==> src/rtl/shift_pkg.sv <==
// shift_pkg: shift modes and FSM state encoding shared by the iterative shifter.
`default_nettype none

package shift_pkg;

  localparam logic [1:0] MODE_SLL = 2'b00;
  localparam logic [1:0] MODE_SRL = 2'b01;
  localparam logic [1:0] MODE_SRA = 2'b10;
  localparam logic [1:0] MODE_ROL = 2'b11;

  typedef enum logic [1:0] {
    IDLE  = 2'd0,
    SHIFT = 2'd1,
    DONE  = 2'd2
  } state_t;

endpackage

`default_nettype wire

==> src/rtl/shift_stage.sv <==
// shift_stage: one barrel-network stage that shifts by 2^K in the selected mode when enabled.
`default_nettype none

module shift_stage #(
  parameter int W = 32,
  parameter int K = 0
) (
  input  logic [W-1:0] in,
  input  logic         en,
  input  logic [1:0]   mode,
  input  logic         sign,
  output logic [W-1:0] out
);
  import shift_pkg::*;

  localparam int S = 1 << K;

  always_comb begin
    out = in;
    if (en) begin
      case (mode)
        MODE_SLL: out = {in[W-1-S:0], {S{1'b0}}};
        MODE_SRL: out = {{S{1'b0}}, in[W-1:S]};
        MODE_SRA: out = {{S{sign}}, in[W-1:S]};
        default:  out = {in[W-1-S:0], in[W-1:W-S]};
      endcase
    end
  end

endmodule

`default_nettype wire

==> src/rtl/shift_iter.sv <==
// shift_iter: multicycle shifter (SLL/SRL/SRA/ROL) applying SPC barrel stages per cycle,
// with valid/ready handshakes on both sides and a synchronous abort.
`default_nettype none

module shift_iter #(
  parameter int W       = 32,
  parameter int SPC     = 1,
  parameter int SHAMT_W = $clog2(W)
) (
  input  logic               clock,
  input  logic               reset_n,
  input  logic               in_valid,
  output logic               in_ready,
  input  logic [W-1:0]       in_data,
  input  logic [SHAMT_W-1:0] in_shamt,
  input  logic [1:0]         in_mode,
  input  logic               abort,
  output logic               out_valid,
  input  logic               out_ready,
  output logic [W-1:0]       out_data,
  output logic               busy
);
  import shift_pkg::*;

  localparam int NCYC  = (SHAMT_W + SPC - 1) / SPC;
  localparam int CNT_W = (NCYC > 1) ? $clog2(NCYC) : 1;

  state_t             state, state_nxt;
  logic [CNT_W-1:0]   cnt;
  logic [W-1:0]       data;
  logic [SHAMT_W-1:0] shamt;
  logic [1:0]         mode;
  logic               sign;
  logic [W-1:0]       result;
  logic               last;

  assign last = (cnt == CNT_W'(NCYC - 1));

  always_ff @(posedge clock or negedge reset_n) begin
    if (!reset_n) state <= IDLE;
    else          state <= state_nxt;
  end

  always_comb begin
    state_nxt = state;
    in_ready  = 1'b0;
    out_valid = 1'b0;
    busy      = 1'b1;
    case (state)
      IDLE: begin
        in_ready = 1'b1;
        busy     = 1'b0;
        if (in_valid) state_nxt = SHIFT;
      end
      SHIFT: begin
        if (abort)     state_nxt = IDLE;
        else if (last) state_nxt = DONE;
      end
      DONE: begin
        out_valid = 1'b1;
        if (abort || out_ready) state_nxt = IDLE;
      end
      default: state_nxt = IDLE;
    endcase
  end

  // out_data is only written on the final shift cycle so partial values never reach it.
  always_ff @(posedge clock or negedge reset_n) begin
    if (!reset_n) begin
      cnt      <= '0;
      data     <= '0;
      shamt    <= '0;
      mode     <= '0;
      sign     <= 1'b0;
      out_data <= '0;
    end else begin
      case (state)
        IDLE: begin
          if (in_valid) begin
            data  <= in_data;
            shamt <= in_shamt;
            mode  <= in_mode;
            sign  <= in_data[W-1];
            cnt   <= '0;
          end
        end
        SHIFT: begin
          if (!abort) begin
            data <= result;
            cnt  <= cnt + CNT_W'(1);
            if (last) out_data <= result;
          end
        end
        default: ;
      endcase
    end
  end

  // Chain position j handles stage k = cnt*SPC + j; each candidate stage is fixed-K and the counter picks one.
  for (genvar j = 0; j < SPC; j++) begin : g_pos
    logic [W-1:0] din;
    logic [W-1:0] dout;
    logic [W-1:0] cand [NCYC];

    if (j == 0) begin : g_first
      assign din = data;
    end else begin : g_next
      assign din = g_pos[j-1].dout;
    end

    for (genvar c = 0; c < NCYC; c++) begin : g_cyc
      localparam int K = c * SPC + j;
      if (K < SHAMT_W) begin : g_stage
        shift_stage #(.W(W), .K(K)) u_stage (
          .in   (din),
          .en   (shamt[K]),
          .mode (mode),
          .sign (sign),
          .out  (cand[c])
        );
      end else begin : g_pass
        assign cand[c] = din;
      end
    end

    always_comb begin
      dout = din;
      for (int c = 0; c < NCYC; c++) begin
        if (cnt == CNT_W'(c)) dout = cand[c];
      end
    end
  end

  assign result = g_pos[SPC-1].dout;

endmodule

`default_nettype wire

==> config.mk <==
export PLATFORM = sky130hd
export DESIGN_NAME = shift_iter
export DESIGN_NICKNAME = d
export VERILOG_FILES = /design/src/rtl/shift_pkg.sv /design/src/rtl/shift_stage.sv /design/src/rtl/shift_iter.sv
export SDC_FILE = /design/constraint.sdc
export NUM_CORES = 1
export LEC_CHECK = 0
export CAP_MARGIN = 20
export CORE_ASPECT_RATIO = 2
export CORE_MARGIN = 2
export CORE_UTILIZATION = 60
export DETAILED_ROUTE_END_ITERATION = 10
export GPL_ROUTABILITY_DRIVEN = 0
export PLACE_DENSITY_LB_ADDON = 0.12
export SYNTH_ARGS = -nofsm -noshare
export SYNTH_HDL_FRONTEND = slang
export SYNTH_HIERARCHICAL = 1
export SYNTH_SLANG_ARGS = --single-unit
==> constraint.sdc <==
create_clock -name clock -period 2.95 [get_ports clock]
set_input_delay 0.59 -clock clock [delete_from_list [all_inputs] [get_ports clock]]
set_output_delay 0.59 -clock clock [all_outputs]
set_load 0.005 [all_outputs]
After elaboration in Yosys (flattened, before gate mapping):

Cells that the tools add are included.

* word-level logic and storage cells: 59
* register bits after elaboration: 77
* output and inout port bits: 35
* input port bits: 44

* bitwise gates (word level): 1
* muxes and demuxes: 29
* equality and inequality tests: 12
* $add $sub $neg: 1
* reductions and logical operators: 9

Operators by type and width (number)
* $pmux W32 S3: 5
* $mux W32: 12
* $pmux W32 S2: 1
* $reduce_and A3 Y1: 3
* $mux W2: 4
* $eq A3 B2 Y1 const B: 2
* $mux W3: 2
* $ne A2 B2 Y1 const B: 3
* $pmux W2 S3: 1
* $pmux W3 S2: 1
* $eq A2 B1 Y1 const B: 2
* $eq A2 B2 Y1 const B: 2
* $logic_not A2 Y1: 2
* $add A3 B1 Y3 const B: 1
* $eq A3 B1 Y1 const B: 1
* $eq A3 B3 Y1 const B: 1
* $logic_not A3 Y1: 1
* $mux W1: 3
* $ne A3 B3 Y1 const B: 1
* $reduce_and A2 Y1: 1
* $reduce_bool A2 Y1: 1
* $logic_or A1 B1 Y1: 1
* $not A1 Y1: 1

Logic depth before layout (Yosys ltp):

* depth in word-level cells: 10
* depth in mapped cells: 9

Modules after synthesis:

The synthesis kept the hierarchy.

By module, submodules not included
* shift_iter: area each 4678.2 sq um, seq. area each 1926.8 sq um, instances 1, cells each 501
* shift_stage at g_pos[0].g_cyc[4].g_stage.u_stage: area each 892.1 sq um, seq. area each 0.0 sq um, instances 1, cells each 128
* shift_stage at g_pos[0].g_cyc[3].g_stage.u_stage: area each 857.1 sq um, seq. area each 0.0 sq um, instances 1, cells each 137
* shift_stage at g_pos[0].g_cyc[2].g_stage.u_stage: area each 777.0 sq um, seq. area each 0.0 sq um, instances 1, cells each 123
* shift_stage at g_pos[0].g_cyc[1].g_stage.u_stage: area each 760.7 sq um, seq. area each 0.0 sq um, instances 1, cells each 114
* shift_stage at g_pos[0].g_cyc[0].g_stage.u_stage: area each 704.4 sq um, seq. area each 0.0 sq um, instances 1, cells each 111

Least setup slack after synthesis:

Ideal clock, no wire load.

* kind: register to register
* start: reg mode[0]
* end: reg data[31]
* data required time: 2.830 ns
* stages on the path, launching flop included: 8
* library setup time: 0.120 ns
* path buffers: 1
* data arrival time: 2.217 ns
* slack: 0.613 ns
* clock period less this slack: 2.337 ns
* path through: dfrtp_1 -> buf_4 -> mux2_2 -> a22oi_1 -> a21oi_1 -> a221oi_1 -> o211ai_1 -> a31o_2

RTL lines
* start, declared: RTL line shift_iter.sv:32 `logic [1:0] mode;`
* start signal, assigned: RTL line shift_iter.sv:82 `mode <= in_mode;`
* end signal, assigned: RTL line shift_iter.sv:80 `data <= in_data;`
* end signal, assigned: RTL line shift_iter.sv:89 `data <= result;`
* end, declared: RTL line shift_iter.sv:30 `logic [W-1:0] data;`

==> flow_summary.html <==
<table>
<tr><th>Metric</th><th>Value</th></tr>
<tr><th colspan="2">Run status</th></tr>
<tr><td>Outcome</td><td>finished clean</td></tr>
<tr><th colspan="2">Power and ir drop</th></tr>
<tr><td>Power per cell area</td><td>between 1000 and 1500 mW/mm^2</td></tr>
<tr><td>Switching fraction of total power</td><td>50.5%</td></tr>
<tr><td>Largest vdd supply drop</td><td>0.974 mV</td></tr>
<tr><td>Leakage power of the design</td><td>4.48 nW</td></tr>
<tr><td>Clock share of power</td><td>a little over a tenth</td></tr>
<tr><td>Internal Power</td><td>around 0.0059 W</td></tr>
<tr><td>Combinational share of power</td><td>64.5%</td></tr>
<tr><td>Switching power</td><td>0.00604 W</td></tr>
<tr><td>Sequential Power Share</td><td>between 20 and 25%</td></tr>
<tr><th colspan="2">Route</th></tr>
<tr><td>1st-pass router iterations</td><td>6</td></tr>
<tr><td>Post-DRT Antenna Nets</td><td>0</td></tr>
<tr><td>Routed length per placed instance</td><td>23.2 microns</td></tr>
<tr><td>Number of DRC violations after detailed-routing iteration 0</td><td>1,222</td></tr>
<tr><td>Total vias in the final route</td><td>9,325</td></tr>
<tr><td>Vias per std cell</td><td>6.95</td></tr>
<tr><td>DRC Markers</td><td>0</td></tr>
<tr><td>Sum of routed wire length over all layers</td><td>between 30,000 and 40,000 microns</td></tr>
<tr><th colspan="2">Final layout</th></tr>
<tr><td>Number of nets in the layout</td><td>around 1,200</td></tr>
<tr><td>Area of the multi-input gates</td><td>around 0.0060 sq mm</td></tr>
<tr><td>Fraction of the core area covered by cells at the end of the flow</td><td>69.5%</td></tr>
<tr><td>Number of antenna cells inserted</td><td>0</td></tr>
<tr><td>Number of filler instances in the final layout</td><td>approximately 1,200</td></tr>
<tr><td>Area growth syn-to-layout</td><td>14.5%</td></tr>
<tr><td>Fraction of layout instances using a drive strength above 1</td><td>between 10 and 15%</td></tr>
<tr><td>Reg area</td><td>0.00194 sq mm</td></tr>
<tr><th colspan="2">Placement</th></tr>
<tr><td>Detailed-placement wirelength estimate</td><td>between 20,000 and 25,000 microns</td></tr>
<tr><td>Number of port buffers</td><td>78</td></tr>
<tr><th colspan="2">STA</th></tr>
<tr><td>Slew headroom</td><td>roughly 34%</td></tr>
<tr><td>Final TNS setup</td><td>0 ns</td></tr>
<tr><td>Fin crit share</td><td>85.3%</td></tr>
<tr><td>Final min period</td><td>2.51 ns</td></tr>
<tr><td>Slew at the pin closest to its max-slew limit</td><td>0.990 ns</td></tr>
<tr><td>Peak clock frequency supported by timing</td><td>0.398 GHz</td></tr>
<tr><td>Setup Skew</td><td>approximately 0.0086 ns</td></tr>
<tr><td>Fin. max-slew vios</td><td>0</td></tr>
<tr><td>Final Hold Vio Count</td><td>0</td></tr>
<tr><td>Unrepaired setup endpoints after global routing</td><td>no</td></tr>
<tr><td># setup viols final</td><td>0</td></tr>
<tr><th colspan="2">Setup path</th></tr>
<tr><td>Data required time of the worst path</td><td>3.21 ns</td></tr>
<tr><td>Critical path endpoint category</td><td>flip-flop</td></tr>
<tr><td>Worst setup path category</td><td>reg2reg</td></tr>
<tr><td>Largest fanout of any net on the critical path</td><td>18</td></tr>
<tr><td>Type of element launching the critical path</td><td>flip-flop</td></tr>
<tr><td>CP Data Arrival Time</td><td>2.77 ns</td></tr>
<tr><th colspan="2">Synthesis</th></tr>
<tr><td>Number of enable flip-flop cells after synthesis</td><td>0</td></tr>
<tr><td>Part of the Yosys area used for sequential elements</td><td>22.2%</td></tr>
<tr><td>Post-synth design cell area</td><td>0.00867 sq mm</td></tr>
<tr><td>Area fraction of the dominant cell type after synthesis</td><td>22.2%</td></tr>
<tr><td>Most area-hungry cell type in the Yosys netlist</td><td>dfrtp_1</td></tr>
<tr><td>Async set-or-reset flop fraction in the synthesized netlist</td><td>100%</td></tr>
<tr><td>Distinct cell type count after synthesis</td><td>52</td></tr>
<tr><td>Number of warning messages in the yosys log</td><td>6</td></tr>
<tr><td>Register bit total from synthesis</td><td>between 70 and 80</td></tr>
<tr><td>Syn Nets</td><td>1,163</td></tr>
<tr><td>Synthesized instance count</td><td>1,114</td></tr>
<tr><td>Top-count cell post-synth</td><td>a21oi_1</td></tr>
<tr><td>Most instantiated flip-flop cell in the synthesis netlist</td><td>dfrtp_1</td></tr>
<tr><td>Top cells by count, synth</td><td>a21oi_1 (179), nor2_1 (136), nand2_1 (124), mux2i_1 (115), dfrtp_1 (77)</td></tr>
<tr><td>Mean instance size in the synthesized netlist</td><td>slightly below 8 sq um</td></tr>
<tr><td>Top area cells in the synthesized netlist</td><td>dfrtp_1 (22%), mux2i_1 (13%), a21oi_1 (10%)</td></tr>
<tr><th colspan="2">Clocking</th></tr>
<tr><td>TritonCTS Sinks</td><td>77</td></tr>
<tr><td>Clock tree from TritonCTS</td><td>built</td></tr>
<tr><td>Maximum clock path buffer count</td><td>2</td></tr>
<tr><td>Level count of the clock H-tree</td><td>3</td></tr>
<tr><td>CTS Root Cell</td><td>clkbuf_16</td></tr>
<tr><td>Number of gates given a new drive strength after cts</td><td>0</td></tr>
<tr><td>Number of clock buffers inserted by TritonCTS</td><td>9</td></tr>
<tr><td>Hold-fix buffers, CTS</td><td>0</td></tr>
<tr><td>Post-CTS setup buffers</td><td>0</td></tr>
<tr><td>Clock insertion delay at the later pin of the skew report</td><td>0.34 ns</td></tr>
<tr><td>Clock input transition at the sequential cells of the worst setup and hold paths</td><td>0.06 ns</td></tr>
<tr><th colspan="2">Floorplanning</th></tr>
<tr><td>Number of top-level pins</td><td>between 70 and 80</td></tr>
<tr><td>Area of the placeable core</td><td>0.0143 sq mm</td></tr>
<tr><td>Chip Width</td><td>89.0 microns</td></tr>
<tr><td>Die Y</td><td>174 microns</td></tr>
<tr><td>Number of placement rows</td><td>62</td></tr>
<tr><td>Starting utilization of the core area</td><td>slightly above 60%</td></tr>
<tr><td>Die area</td><td>0.0155 sq mm</td></tr>
<tr><th colspan="2">Min path</th></tr>
<tr><td>Classification of the worst-slack hold path</td><td>in2async</td></tr>
<tr><th colspan="2">GRT</th></tr>
<tr><td>Global-route wire length before repair</td><td>48,400 microns</td></tr>
<tr><td>Overall global routing resource usage</td><td>40.5%</td></tr>
<tr><td>Total grt overflow</td><td>0</td></tr>
<tr><td>Antenna violations before repair</td><td>0</td></tr>
<tr><td>Maximum number of pins on one net before global-route repair</td><td>74</td></tr>
<tr><td>Number of global-route vias before repair</td><td>8,595</td></tr>
<tr><th colspan="2">Run</th></tr>
<tr><td>Maximum capacitance violations</td><td>0</td></tr>
</table>
worst max-delay path, stage by stage, from the launching register on:
cell,delay (ns)
dfrtp_2,0.54
xnor2_4,0.62
buf_4,0.46
mux2i_1,0.13
a21oi_1,0.17
nand2_1,0.07
a41o_1,0.26
a21oi_1,0.16
per-layer routing:
layer	GRT usage (%)	part of all wire, %	vias up
li1	-	-	4200
met1	53.8	37	4348
met2	61.7	47	635
met3	6.17	9.6	142
met4	23.1	6.0	0
met5	0	0	-
metrics by stage:
stage	hold WS (ns)	total power, W	worst slack [ns]	cells	cell area (sq um)
global route	0.333	0.0126	0.285	1342	9930
finish	0.285	0.0120	0.435	1342	9930
detailed placement	0.486	0.0103	0.413	1324	9540
floorplan	0.294	0.00793	0.613	1114	8670
global placement	0.487	0.0102	0.437	1324	9540
CTS	0.303	0.0117	0.405	1340	9890
cell type report:
cell class                 count  share of cell area [%]
timing repair buffer         128                    12.6
clock inverter                 5                    1.08
multi-input combinational    888                    60.4
clock buffer                  11                    2.45
inverter                      41                    1.55
tap                          192                    2.42
sequential                    77                    19.5
layout by cell type, fill, tap and decap left out, drive strengths merged, types with 2 or more instances in the layout:
master	n
clkdlybuf4s50	77
a41o	30
a31oi	13
o211ai	2
a22o	5
inv	42
and2	15
nor2b	6
nand2b	2
bufinv	3
a21oi	179
buf	51
nand4bb	16
mux2	59
o21ai	14
o221ai	47
o31ai	2
and2b	3
clkbuf	11
xnor2	4
ha	5
mux2i	115
nor3b	2
o22a	31
o21bai	2
nor2	137
nand2	126
a22oi	17
dfrtp	77
o22ai	47
power groups by stage:
| stage | Combinational [W] | Sequential, W | Clock (W) |
|---|---|---|---|
| after floorplan | 0.00562 | 0.00232 | 0 |
| after global routing | 0.00829 | 0.00298 | 0.00137 |
| after CTS | 0.00746 | 0.00286 | 0.00133 |
| after detailed placement | 0.00743 | 0.00288 | 0 |
| after global placement | 0.00732 | 0.00285 | 0 |
| final | 0.00771 | 0.00293 | 0.00132 |
path summary, 6_finish.rpt:
kind                                     end  slack, ns  depth (start not counted)          from
worst max-delay path                 data[8]       0.44                          7       mode[1]
worst max register to register       data[8]       0.44                          7       mode[1]
worst min-delay path            out_data[29]       0.29                          1       reset_n
worst min register to register  out_data[17]       0.50                          1  out_data[17]
min in group clock              out_data[17]       0.50                          1  out_data[17]
max in group asynchronous        out_data[2]       1.92                          2       reset_n
sequential cells by signal, summed over array words and instances (netlist names):
signal	count
cnt	3
sign	1
shamt	5
out_data	32
data	32
mode	2
state	2
kinds of logic after synthesis:
| logic type | share of synthesized area [%] |
|---|---|
| AND/OR/NAND/NOR | 16.1 |
| multiplexers | 20.9 |
| XOR/XNOR | 1.14 |
| buffers and inverters | 8.95 |
| adder cells (fa/ha/maj) | 0.722 |
| AO/OA/AOI/OAI | 29.9 |
| flip-flops | 22.2 |
(Power assumes the default switching activity.)
